<file path="src/rtl/spi_mul_pkg.sv">
// Shared types and frame geometry for the SPI multiply master.
// The request frame is {opcode, opa, opb} and the result is a single word.
package spi_mul_pkg;

    localparam int OPCODE_BITS  = 3;
    localparam int OPERAND_BITS = 32;
    localparam int FRAME_BITS   = 67;
    localparam int RESULT_BITS  = 32;

    typedef enum logic [2:0] {
        IDLE = 3'd0,
        TX   = 3'd1,
        GAP  = 3'd2,
        RX   = 3'd3,
        DONE = 3'd4
    } state_t;

endpackage

</file>
<file path="src/rtl/spi_sclk_gen.sv">
// Serial clock generator: idle-low sclk with CLK_DIV-cycle halves while enabled.
// rise/fall are high in the cycle whose closing edge moves sclk up/down.
module spi_sclk_gen #(
    parameter int CLK_DIV = 2
) (
    input  logic clock,
    input  logic reset,
    input  logic en,
    output logic sclk,
    output logic rise,
    output logic fall
);

    localparam int DW = (CLK_DIV > 1) ? $clog2(CLK_DIV) : 1;
    localparam logic [DW-1:0] DIV_LAST = DW'(CLK_DIV - 1);

    logic [DW-1:0] div_cnt;
    logic          half_end;

    assign half_end = en && (div_cnt == DIV_LAST);
    assign rise     = half_end && !sclk;
    assign fall     = half_end && sclk;

    // Disabling the generator parks it at the start of a low half.
    always_ff @(posedge clock or negedge reset) begin
        if (!reset) begin
            div_cnt <= '0;
            sclk    <= 1'b0;
        end else if (!en) begin
            div_cnt <= '0;
            sclk    <= 1'b0;
        end else if (half_end) begin
            div_cnt <= '0;
            sclk    <= ~sclk;
        end else begin
            div_cnt <= div_cnt + DW'(1);
        end
    end

endmodule

</file>
<file path="src/rtl/spi_mul_master.sv">
// SPI master that ships a 67-bit {opcode, opa, opb} frame to a multiplier slave,
// waits a fixed nss-high gap, then reads back a 32-bit result.
// Handshakes: a transfer moves on a rising clock edge where valid && ready;
// valid holds its payload until that edge, and ready never depends on valid.
module spi_mul_master
    import spi_mul_pkg::*;
#(
    parameter int CLK_DIV    = 2,
    parameter int GAP_CYCLES = 8
) (
    input  logic                   clock,
    input  logic                   reset,
    input  logic                   req_valid,
    output logic                   req_ready,
    input  logic [OPCODE_BITS-1:0] req_opcode,
    input  logic [31:0]            req_opa,
    input  logic [31:0]            req_opb,
    output logic                   rsp_valid,
    input  logic                   rsp_ready,
    output logic [RESULT_BITS-1:0] rsp_data,
    output logic                   busy,
    output logic                   nss,
    output logic                   sclk,
    output logic                   mosi,
    input  logic                   miso,
    output state_t                 dbg_state
);

    localparam int GW = (GAP_CYCLES > 1) ? $clog2(GAP_CYCLES) : 1;
    localparam logic [GW-1:0] GAP_LAST = GW'(GAP_CYCLES - 1);
    localparam logic [6:0] TX_LAST = 7'(FRAME_BITS - 1);
    localparam logic [6:0] RX_LAST = 7'(RESULT_BITS - 1);

    state_t                 state_q, state_d;
    logic [FRAME_BITS-1:0]  frame;
    logic [6:0]             bit_cnt;
    logic [GW-1:0]          gap_cnt;
    logic                   rx_lead;
    logic [RESULT_BITS-1:0] rx_shift;
    logic                   sclk_en, sclk_rise, sclk_fall;

    spi_sclk_gen #(
        .CLK_DIV (CLK_DIV)
    ) u_sclk_gen (
        .clock (clock),
        .reset (reset),
        .en    (sclk_en),
        .sclk  (sclk),
        .rise  (sclk_rise),
        .fall  (sclk_fall)
    );

    always_ff @(posedge clock or negedge reset) begin
        if (!reset) state_q <= IDLE;
        else        state_q <= state_d;
    end

    // rx_lead gives the slave one extra cycle of nss-low setup before the
    // first RX bit period starts.
    always_comb begin
        state_d   = state_q;
        req_ready = 1'b0;
        rsp_valid = 1'b0;
        busy      = 1'b1;
        nss       = 1'b1;
        mosi      = 1'b0;
        sclk_en   = 1'b0;
        case (state_q)
            IDLE: begin
                req_ready = 1'b1;
                busy      = 1'b0;
                if (req_valid) state_d = TX;
            end
            TX: begin
                nss     = 1'b0;
                mosi    = frame[FRAME_BITS-1];
                sclk_en = 1'b1;
                if (sclk_fall && bit_cnt == TX_LAST) state_d = GAP;
            end
            GAP: begin
                if (gap_cnt == GAP_LAST) state_d = RX;
            end
            RX: begin
                nss     = 1'b0;
                sclk_en = !rx_lead;
                if (sclk_fall && bit_cnt == RX_LAST) state_d = DONE;
            end
            DONE: begin
                rsp_valid = 1'b1;
                if (rsp_ready) state_d = IDLE;
            end
            default: state_d = IDLE;
        endcase
    end

    always_ff @(posedge clock or negedge reset) begin
        if (!reset) begin
            frame    <= '0;
            bit_cnt  <= '0;
            gap_cnt  <= '0;
            rx_lead  <= 1'b0;
            rx_shift <= '0;
            rsp_data <= '0;
        end else begin
            rx_lead <= (state_q == GAP);
            case (state_q)
                IDLE: begin
                    if (req_valid) begin
                        frame   <= {req_opcode, req_opa, req_opb};
                        bit_cnt <= '0;
                        gap_cnt <= '0;
                    end
                end
                TX: begin
                    // Shift at the end of each high half so mosi moves only
                    // as the next low half begins.
                    if (sclk_fall) begin
                        frame   <= {frame[FRAME_BITS-2:0], 1'b0};
                        bit_cnt <= (bit_cnt == TX_LAST) ? '0 : bit_cnt + 7'd1;
                    end
                end
                GAP: begin
                    gap_cnt <= (gap_cnt == GAP_LAST) ? '0 : gap_cnt + GW'(1);
                end
                RX: begin
                    if (sclk_rise) rx_shift <= {rx_shift[RESULT_BITS-2:0], miso};
                    if (sclk_fall) begin
                        if (bit_cnt == RX_LAST) begin
                            bit_cnt  <= '0;
                            rsp_data <= rx_shift;
                        end else begin
                            bit_cnt <= bit_cnt + 7'd1;
                        end
                    end
                end
                default: ;
            endcase
        end
    end

    assign dbg_state = state_q;

endmodule

</file>
<file path="config.mk">
export PLATFORM = sky130hd
export DESIGN_NAME = spi_mul_master
export DESIGN_NICKNAME = d
export VERILOG_FILES = /design/src/rtl/spi_mul_pkg.sv /design/src/rtl/spi_sclk_gen.sv /design/src/rtl/spi_mul_master.sv
export SDC_FILE = /design/constraint.sdc
export NUM_CORES = 1
export LEC_CHECK = 0
export CORE_ASPECT_RATIO = 0.8
export CORE_MARGIN = 2
export CORE_UTILIZATION = 57
export DETAILED_ROUTE_END_ITERATION = 8
export GPL_ROUTABILITY_DRIVEN = 0
export MAX_ROUTING_LAYER = met4
export PLACE_DENSITY = 0.85
export SYNTH_ARGS = -nofsm -noshare
export SYNTH_HDL_FRONTEND = slang
export SYNTH_SLANG_ARGS = --single-unit
</file>
<file path="constraint.sdc">
create_clock -name clock -period 4.7 [get_ports clock]
set_input_delay 0.705 -clock clock [delete_from_list [all_inputs] [get_ports clock]]
set_output_delay 0.705 -clock clock [all_outputs]
set_load 0.02 [all_outputs]
</file>
==> results of run 1 <==
metal layers:
layer	wire (um)	track usage
met2	6270	0.355
met5	0	-
met4	251	0.0804
met1	5880	0.306
met3	516	0.0539
through the flow:
step	hold WS [ns]	area, um^2	utilization
global placement	0.484	7650	0.695
CTS	0.460	8240	0.747
detailed placement	0.492	7650	0.695
global route	0.510	8240	0.747
finish	0.387	8240	0.747
floorplan	0.409	6520	-
cell type report:
class | instances | area, um^2 | area share
flip-flops and latches | 147 | 3680 | 0.447
multi-input cells | 335 | 2620 | 0.318
repair buffers | 116 | 1150 | 0.140
clock buffers | 21 | 450 | 0.0547
well taps | 144 | 180 | 0.0219
clock inverters | 11 | 130 | 0.0158
inverters | 7 | 26.3 | 0.00319
state kept, by name, indices dropped and copies added (netlist names):
name	cells
bit_cnt	7
frame	67
rsp_data	32
dbg_state	3
u_sclk_gen.sclk	1
u_sclk_gen.div_cnt	1
gap_cnt	3
rx_shift	32
rx_lead	1
cell usage after synthesis (all sizes together), types with 4 or more instances:
| cell | instances | area share |
|---|---|---|
| nor2 | 76 | 0.045 |
| nand2 | 8 | 0.0046 |
| mux2i | 67 | 0.10 |
| inv | 7 | 0.0040 |
| mux2 | 67 | 0.13 |
| a21oi | 70 | 0.055 |
| ha | 4 | 0.0077 |
| nand3 | 4 | 0.0038 |
| buf | 24 | 0.028 |
| dfrtp | 147 | 0.56 |
| o21ai | 9 | 0.0069 |
| clkbuf | 7 | 0.0040 |
cell usage in the layout, fill, tap and decap left out, drive strengths merged, types with 2 or more instances in the layout:
cell,instances
dfrtp,147
clkdlybuf4s50,111
nor2,76
a21oi,70
mux2i,67
mux2,67
clkbuf,21
o21ai,9
nand2,8
inv,8
clkinvlp,7
buf,5
ha,4
nand3,4
and2,3
o31ai,2
a22o,2
bufinv,2
nor2b,2
power breakdown:
part | internal, mW | leakage, nW | switching, mW
Combinational | 0.682 | 1.52 | 0.798
Sequential | 1.61 | 1.83 | 0.246
Clock | 0.797 | 0.258 | 0.524
worst paths after layout:
check | startpoint | to | slack (ns) | cells after the start
worst min register to register | rx_shift[31] | rsp_data[31] | 0.50 | 1
worst max-delay path | dbg_state[1] | req_ready | 1.76 | 3
worst min-delay path | reset | frame[30] | 0.39 | 1
min in group clock | rx_shift[31] | rsp_data[31] | 0.50 | 1
max in group asynchronous | reset | rx_shift[10] | 3.20 | 2
worst max register to register | bit_cnt[0] | rsp_data[31] | 1.94 | 5
cell families (layout without fill, tap and decap cells):
logic type               count (synthesis)  count (layout)  share of synthesized area
AO/OA/AOI/OAI                           92              92                     0.0814
XOR/XNOR                                 1               1                    0.00134
adder cells (fa/ha/maj)                  4               4                    0.00768
buffers and inverters                   38             155                     0.0357
flip-flops                             147             147                      0.564
multiplexers                           134             134                      0.236
AND/OR/NAND/NOR                        104             104                     0.0735
==> impl_metrics.json, run 1 <==
{
  "cts_resized": 0,
  "pin_count": 113,
  "grt_pass1_wl_mm": 21.2,
  "powerDensity_mw_per_mm2": 566,
  "status": "finished, final reports clean",
  "synth_edf_count": 0,
  "port_buffers": 112,
  "path_clk_slew_ns": 0.06,
  "fill_cells": 741,
  "grt_max_degree": 134,
  "drc": 0,
  "cts_tree": "yes",
  "ys_types": 47,
  "numCtsBuffers": 17,
  "relSlewSlack": 0.193,
  "grt_overflow": 0,
  "crit_arrival_ns": 2.23,
  "finalPower_mw": 4.66,
  "vdd_drop_max_v": 0.000814,
  "row_count": 34,
  "via_per_inst": 5.39,
  "fmax_mhz": 340,
  "synthCells": 520,
  "crit_chain": "or3_1 -> inv_1 -> clkdlybuf4s50_1",
  "synth-seq-area-share": 0.564,
  "wl_mm": 12.9,
  "cts_max_level": 4,
  "vias": 4211,
  "setup_ws_ns": 1.76,
  "p_leak_nw": 3.61,
  "synth.net_count": 596,
  "dp.cells": 749,
  "pre_cts_ws_ns": 1.91,
  "drv_cap": 0,
  "grt_use_total": 0.232,
  "cts.path.max_buffers": 2,
  "initial_core_util": 0.592,
  "setup_violations": 0,
  "dp_hpwl_mm": 8.25,
  "hold_class": "in -> async",
  "layout.cells.non_filler": 781,
  "crit_family": "buffers and inverters",
  "crit_buf_inv": 2,
  "wire_per_inst_um": 16.5,
  "ys_seq_elements": 147,
  "tns_ns": 0,
  "crit_fanout": 15,
  "synth_area_mm2": 0.00652,
  "critPathLaunchType": "flip-flop",
  "rsz0062_at_grt": "false",
  "worst_ep_required_time_ns": 3.99,
  "period_share": 0.625,
  "drtIter0Drc": 324,
  "area_delta_synth_final_pct": 26.4,
  "fin_crit_ns": 2.94,
  "grt_pass1_vias": 4223,
  "fp.dieArea_mm2": 0.0123,
  "core_mm2": 0.0110,
  "clk_latency_ns": 0.42,
  "die_y_um": 99.6,
  "cts-hold-fix-buffers": 0,
  "drv_slew": 0,
  "post_cts_buffers": 0,
  "cp-end-kind": "primary output",
  "firstDrtPassIters": 4,
  "yosys_warnings": 0,
  "clock_skew_ns": 0.00964,
  "synthFlopType": "dfrtp_1",
  "worst_pin_slew_ns": 1.21,
  "worstSetupPathType": "reg -> out",
  "cts.sinks": 147,
  "nets": 700,
  "diodes": 0,
  "drive_above_1_share": 0.174,
  "crit_slowest_cell": "clkdlybuf4s50_1",
  "chipWidth_um": 124,
  "crit_path_max_incr_delay_ns": 0.67,
  "async_flop_share": 1.00,
  "antenna_found_initial": 0,
  "synth.avg_cell_area_um2": 12.5,
  "hold_viol": 0,
  "ant_nets": 0,
  "ctsRootBufferMaster": "clkbuf_16"
}
Note: power is estimated with default switching activity, not from simulation.
==> run 2: changes to the inputs <==
--- a/config.mk
+++ b/config.mk
@@ -7,11 +7,11 @@
 export LEC_CHECK = 0
 export CORE_ASPECT_RATIO = 0.8
 export CORE_MARGIN = 2
-export CORE_UTILIZATION = 57
+export CORE_UTILIZATION = 53
 export DETAILED_ROUTE_END_ITERATION = 8
 export GPL_ROUTABILITY_DRIVEN = 0
 export MAX_ROUTING_LAYER = met4
-export PLACE_DENSITY = 0.85
+export PLACE_DENSITY = 0.8
 export SYNTH_ARGS = -nofsm -noshare
 export SYNTH_HDL_FRONTEND = slang
 export SYNTH_SLANG_ARGS = --single-unit
==> constraint.sdc (replaced) <==
create_clock -name clock -period 3 [get_ports clock]
set_input_delay 0.45 -clock clock [delete_from_list [all_inputs] [get_ports clock]]
set_output_delay 0.45 -clock clock [all_outputs]
set_load 0.02 [all_outputs]
==> run 2 against run 1 <==
Net effect:
- the run now ends with hold timing left
- global-route usage fell by 1.8 points
- clock power rose by 65%
- core utilization fell by 5.8 points
- sequential share of layout area fell by 0.48 points
- worst setup slack got worse by 1.4 ns
- critical path type unchanged
- largest power group unchanged
- highest routed layer unchanged
==> impl_metrics.json, run 2 (synthesized netlist as in run 1, its figures left out) <==
{
  "drive_above_1_share": 0.177,
  "vdd_drop_max_v": 0.000595,
  "crit_chain": "or3_1 -> inv_1 -> clkdlybuf4s50_1",
  "numCtsBuffers": 17,
  "cts.path.max_buffers": 2,
  "ant_nets": 0,
  "multiInputGateArea_mm2": 0.00262,
  "vias": 4216,
  "grt_pass1_vias": 4245,
  "drv_cap": 0,
  "grt_use_total": 0.214,
  "utilization": 0.690,
  "clock_skew_ns": 0.00740,
  "worst_ep_required_time_ns": 2.55,
  "wl_mm": 12.9,
  "grt_pass1_wl_mm": 21.1,
  "swShare": 0.325,
  "critPathLaunchType": "flip-flop",
  "power.internal_mw": 5.01,
  "powerDensity_mw_per_mm2": 890,
  "initial_core_util": 0.540,
  "clk_latency_ns": 0.42,
  "period_share": 0.886,
  "violations": "hold timing",
  "pin_count": 113,
  "diodes": 0,
  "crit_arrival_ns": 2.21,
  "via_per_inst": 5.34,
  "r2r_start": "bit_cnt[0]",
  "clkPwrFrac": 0.293,
  "crit_path_start": "dbg_state[1]",
  "relSlewSlack": 0.259,
  "crit_family": "buffers and inverters",
  "cts_tree": "yes",
  "firstDrtPassIters": 4,
  "antenna_found_initial": 0,
  "crit_slowest_cell": "clkdlybuf4s50_1",
  "die_y_um": 103,
  "row_count": 36,
  "cp-end-kind": "primary output",
  "grt_max_degree": 134,
  "holdWs_ns": -0.00537,
  "cts_resized": 0,
  "fmax_mhz": 376,
  "drv_slew": 0,
  "dp_hpwl_mm": 8.28,
  "grt_overflow": 0,
  "cts_max_level": 4,
  "cts.sinks": 147,
  "crit_fanout": 15,
  "largestRegisters": "frame (67), rsp_data (32), rx_shift (32)",
  "status": "complete, but fails checks",
  "ctsRootBufferMaster": "clkbuf_16",
  "power_frac_seq": 0.391,
  "port_buffers": 112,
  "drtIter0Drc": 357,
  "path_clk_slew_ns": 0.06,
  "fill_cells": 870,
  "crit_buf_inv": 2,
  "hold_viol": 1,
  "worstSetupPathType": "reg -> out",
  "crit_path_max_incr_delay_ns": 0.63,
  "p_switching_mw": 2.41,
  "cts-hold-fix-buffers": 0,
  "layout_common_cells": "147 x dfrtp_1, 111 x clkdlybuf4s50_1, 74 x nor2_1, 69 x a21oi_1, 67 x mux2i_1",
  "fin_crit_ns": 2.66,
  "wire_per_inst_um": 16.3,
  "fp.dieArea_mm2": 0.0132,
  "layout_commonest_cell": "dfrtp_1",
  "nets": 702,
  "rsz0062_at_grt": "false",
  "chipWidth_um": 128,
  "power_frac_comb": 0.315,
  "post_cts_buffers": 0,
  "hold_class": "in -> async",
  "tns_ns": 0,
  "p_leak_nw": 3.66,
  "core_mm2": 0.0121,
  "setup_violations": 0,
  "area_delta_synth_final_pct": 27.7,
  "worst_pin_slew_ns": 1.11,
  "seq_area_mm2": 0.00368,
  "top_register": "frame",
  "largest_reg_flops": 67,
  "drc": 0
}
run 2: changes by cell type in the layout (fill, tap and decap cells not counted), sizes merged:
cell / delta
clkinvlp: -5
clkbuf: -1
inv: -1
buf: +2
bufinv: +2
clkinv: +4
run 2: through the flow:
step           setup slack [ns]  area [um^2]  hold WS [ns]  power (mW)  std cells
2_1_floorplan             0.915         6520         0.154        4.64        520
3_3_place_gp              0.704         7720         0.446        5.13        759
3_5_place_dp              0.608         7720         0.449        5.26        759
4_1_cts                   0.322         8320        0.0103        7.46        790
5_1_grt                   0.246         8320        0.0277        7.90        790
6_report                  0.341         8320      -0.00537        7.41        790
run 2: worst paths after layout:
check	endpoint	slack [ns]	depth (start not counted)
min reg2reg	rsp_data[19]	0.51	1
max in group asynchronous	bit_cnt[2]	2.25	2
max	req_ready	0.34	3
max reg2reg	rsp_data[0]	0.58	6
min in group clock	rsp_data[19]	0.51	1
min	frame[26]	-0.005	1
run 2: routing by layer:
| layer | global-route usage | up-vias | part of all wire |
|---|---|---|---|
| met5 | - | - | 0 |
| met4 | 0.0828 | 0 | 0.017 |
| met3 | 0.0520 | 17 | 0.044 |
| met2 | 0.329 | 82 | 0.48 |
| met1 | 0.278 | 2079 | 0.46 |
| li1 | - | 2038 | - |
run 2: power groups by stage:
stage                     registers, mW  logic, mW  clock network, mW
after CTS                          2.90       2.35               2.21
final                              2.90       2.34               2.18
after global placement             2.89       2.24                  0
after detailed placement           2.93       2.34                  0
after floorplan                    2.81       1.83                  0
after global routing               2.98       2.60               2.32
run 2: cell type report:
class | count | area share
clock buffers | 20 | 0.0537
clock inverters | 11 | 0.0192
inverters | 7 | 0.00316
multi-input cells | 335 | 0.314
flip-flops and latches | 147 | 0.442
well taps | 152 | 0.0228
repair buffers | 118 | 0.145
==> run 3: changes to the inputs <==
--- a/config.mk
+++ b/config.mk
@@ -7,11 +7,12 @@
 export LEC_CHECK = 0
 export CORE_ASPECT_RATIO = 0.8
 export CORE_MARGIN = 2
-export CORE_UTILIZATION = 53
+export CORE_UTILIZATION = 48
+export CTS_CLUSTER_SIZE = 12
 export DETAILED_ROUTE_END_ITERATION = 8
 export GPL_ROUTABILITY_DRIVEN = 0
 export MAX_ROUTING_LAYER = met4
-export PLACE_DENSITY = 0.8
+export PLACE_DENSITY = 0.76
 export SYNTH_ARGS = -nofsm -noshare
 export SYNTH_HDL_FRONTEND = slang
 export SYNTH_SLANG_ARGS = --single-unit
==> constraint.sdc (replaced) <==
create_clock -name clock -period 2.3 [get_ports clock]
set_input_delay 0.345 -clock clock [delete_from_list [all_inputs] [get_ports clock]]
set_output_delay 0.345 -clock clock [all_outputs]
set_load 0.02 [all_outputs]
==> run 3 against run 2 <==
Net effect:
- the run now ends clean
- critical path depth down 1
- register-to-register slack worse by 0.43 ns
- first-iteration DRC count down 38%
- global-route usage down 1.2 points
- power up 33%
- count of clock-buffer cells in the layout up 3
- sequential share of layout area down 0.83 points
- clock skew about the same
==> impl_metrics.json, run 3 (synthesized netlist as in run 1, its figures left out) <==
{
  "power_frac_comb": 0.316,
  "wl_mm": 13.2,
  "setup_violations": 0,
  "finalPower_mw": 9.82,
  "dpl_cell_area_mm2": 0.00784,
  "largest_reg_flops": 67,
  "rrSetupSlack_ns": 0.15,
  "swShare": 0.321,
  "antenna_found_initial": 0,
  "ant_nets": 0,
  "power.internal_mw": 6.67,
  "drv_cap": 0,
  "grt_use_total": 0.201,
  "worst_ep_required_time_ns": 1.96,
  "via_per_inst": 5.13,
  "nets": 711,
  "top_register": "frame",
  "grt_pass1_vias": 4328,
  "rr_worst_depth": 6,
  "drtIter0Drc": 220,
  "clkPwrFrac": 0.300,
  "drv_slew": 0,
  "core_mm2": 0.0134,
  "crit_fanout": 12,
  "powerDensity_mw_per_mm2": 1160,
  "path_clk_slew_ns": 0.06,
  "vdd_drop_max_v": 0.000915,
  "worst_pin_slew_ns": 0.466,
  "largestRegisters": "frame (67), rsp_data (32), rx_shift (32)",
  "area_delta_synth_final_pct": 30.2,
  "crit_arrival_ns": 1.88,
  "grt_overflow": 0,
  "p_switching_mw": 3.16,
  "layout_common_cells": "146 x dfrtp_1, 108 x clkdlybuf4s50_1, 73 x nor2_1, 69 x a21oi_1, 67 x mux2i_1",
  "hold_viol": 0,
  "rsz0062_at_grt": "false",
  "post_cts_buffers": 0,
  "utilization": 0.633,
  "critPathLaunchType": "flip-flop",
  "cts.sinks": 147,
  "cts_max_level": 4,
  "pin_count": 113,
  "wire_per_inst_um": 15.9,
  "drive_above_1_share": 0.191,
  "cts_tree": "yes",
  "cts.path.max_buffers": 2,
  "holdWs_ns": 0.439,
  "chipWidth_um": 134,
  "fin_crit_ns": 2.23,
  "power_frac_seq": 0.384,
  "row_count": 38,
  "pre_cts_ws_ns": 0.171,
  "port_buffers": 112,
  "setup_ws_ns": 0.0711,
  "vias": 4249,
  "dp.cells": 795,
  "fmax_mhz": 449,
  "cp-end-kind": "primary output",
  "dp_hpwl_mm": 8.85,
  "grt_pass1_wl_mm": 22.1,
  "clk_latency_ns": 0.42,
  "ctsRootBufferMaster": "clkbuf_16",
  "firstDrtPassIters": 4,
  "grt_max_degree": 67,
  "hold_class": "in -> async",
  "numCtsBuffers": 17,
  "fp.dieArea_mm2": 0.0145,
  "layout_commonest_cell": "dfrtp_1",
  "clock_skew_ns": 0.00788,
  "r2r-end": "rsp_data[0]",
  "relSlewSlack": 0.689,
  "finalInstanceArea_mm2": 0.00849,
  "die_y_um": 108,
  "p_leak_nw": 3.74,
  "drc": 0,
  "worstSetupPathType": "reg -> out",
  "r2r_start": "bit_cnt[0]",
  "status": "finished, final reports clean",
  "diodes": 0,
  "tns_ns": 0,
  "initial_core_util": 0.486,
  "layout.cells.non_filler": 828,
  "period_share": 0.969
}
[run 3: final cells by class]
type / instances / area, um^2
well taps: 180 / 225
repair buffers: 127 / 1300
clock inverters: 9 / 150
fillers: 1032 / 4920
multi-input cells: 335 / 2620
clock buffers: 23 / 488
inverters: 7 / 26.3
flip-flops and latches: 147 / 3680
[run 3: critical path, cell delays in order (launching register included)]
cell and delay [ns]:
dfrtp_2 0.50, or3_1 0.41, clkdlybuf4s50_1 0.55
[run 3: power by group through the flow]
stage / clock network, mW / registers, mW / logic (mW)
floorplan: 0 / 3.67 / 2.38
global placement: 0 / 3.76 / 3.01
detailed placement: 0 / 3.81 / 3.12
CTS: 2.99 / 3.78 / 3.13
global route: 3.14 / 3.88 / 3.46
finish: 2.95 / 3.78 / 3.10
[run 3: worst max path at each step]
stage | slack [ns] | to | cells past startpoint | start
3_5_place_dp | 0.17 | rsp_data[0] | 6 | bit_cnt[0]
6_report | 0.07 | busy | 2 | dbg_state[1]
4_1_cts | 0.05 | busy | 2 | dbg_state[1]
3_3_place_gp | 0.25 | rsp_data[0] | 6 | bit_cnt[0]
2_1_floorplan | 0.32 | mosi | 7 | dbg_state[2]
5_1_grt | 0.002 | mosi | 5 | dbg_state[0]
[run 3: routing by layer]
metal  part of all wire  global-route usage  up-vias
li1                   -                   -     2064
met1               0.46               0.258     2109
met2               0.50               0.318       66
met3              0.035              0.0549       10
met4             0.0083              0.0564        0
met5                  0                   -        -
[run 3: repair_timing]
| item | CTS | global route |
|---|---|---|
| resized for setup | 5 | 0 |
| endpoints found under the setup margin | 4 | 0 |
| hold buffers | 1 | 0 |
| hold endpoints to repair | 43 | 0 |
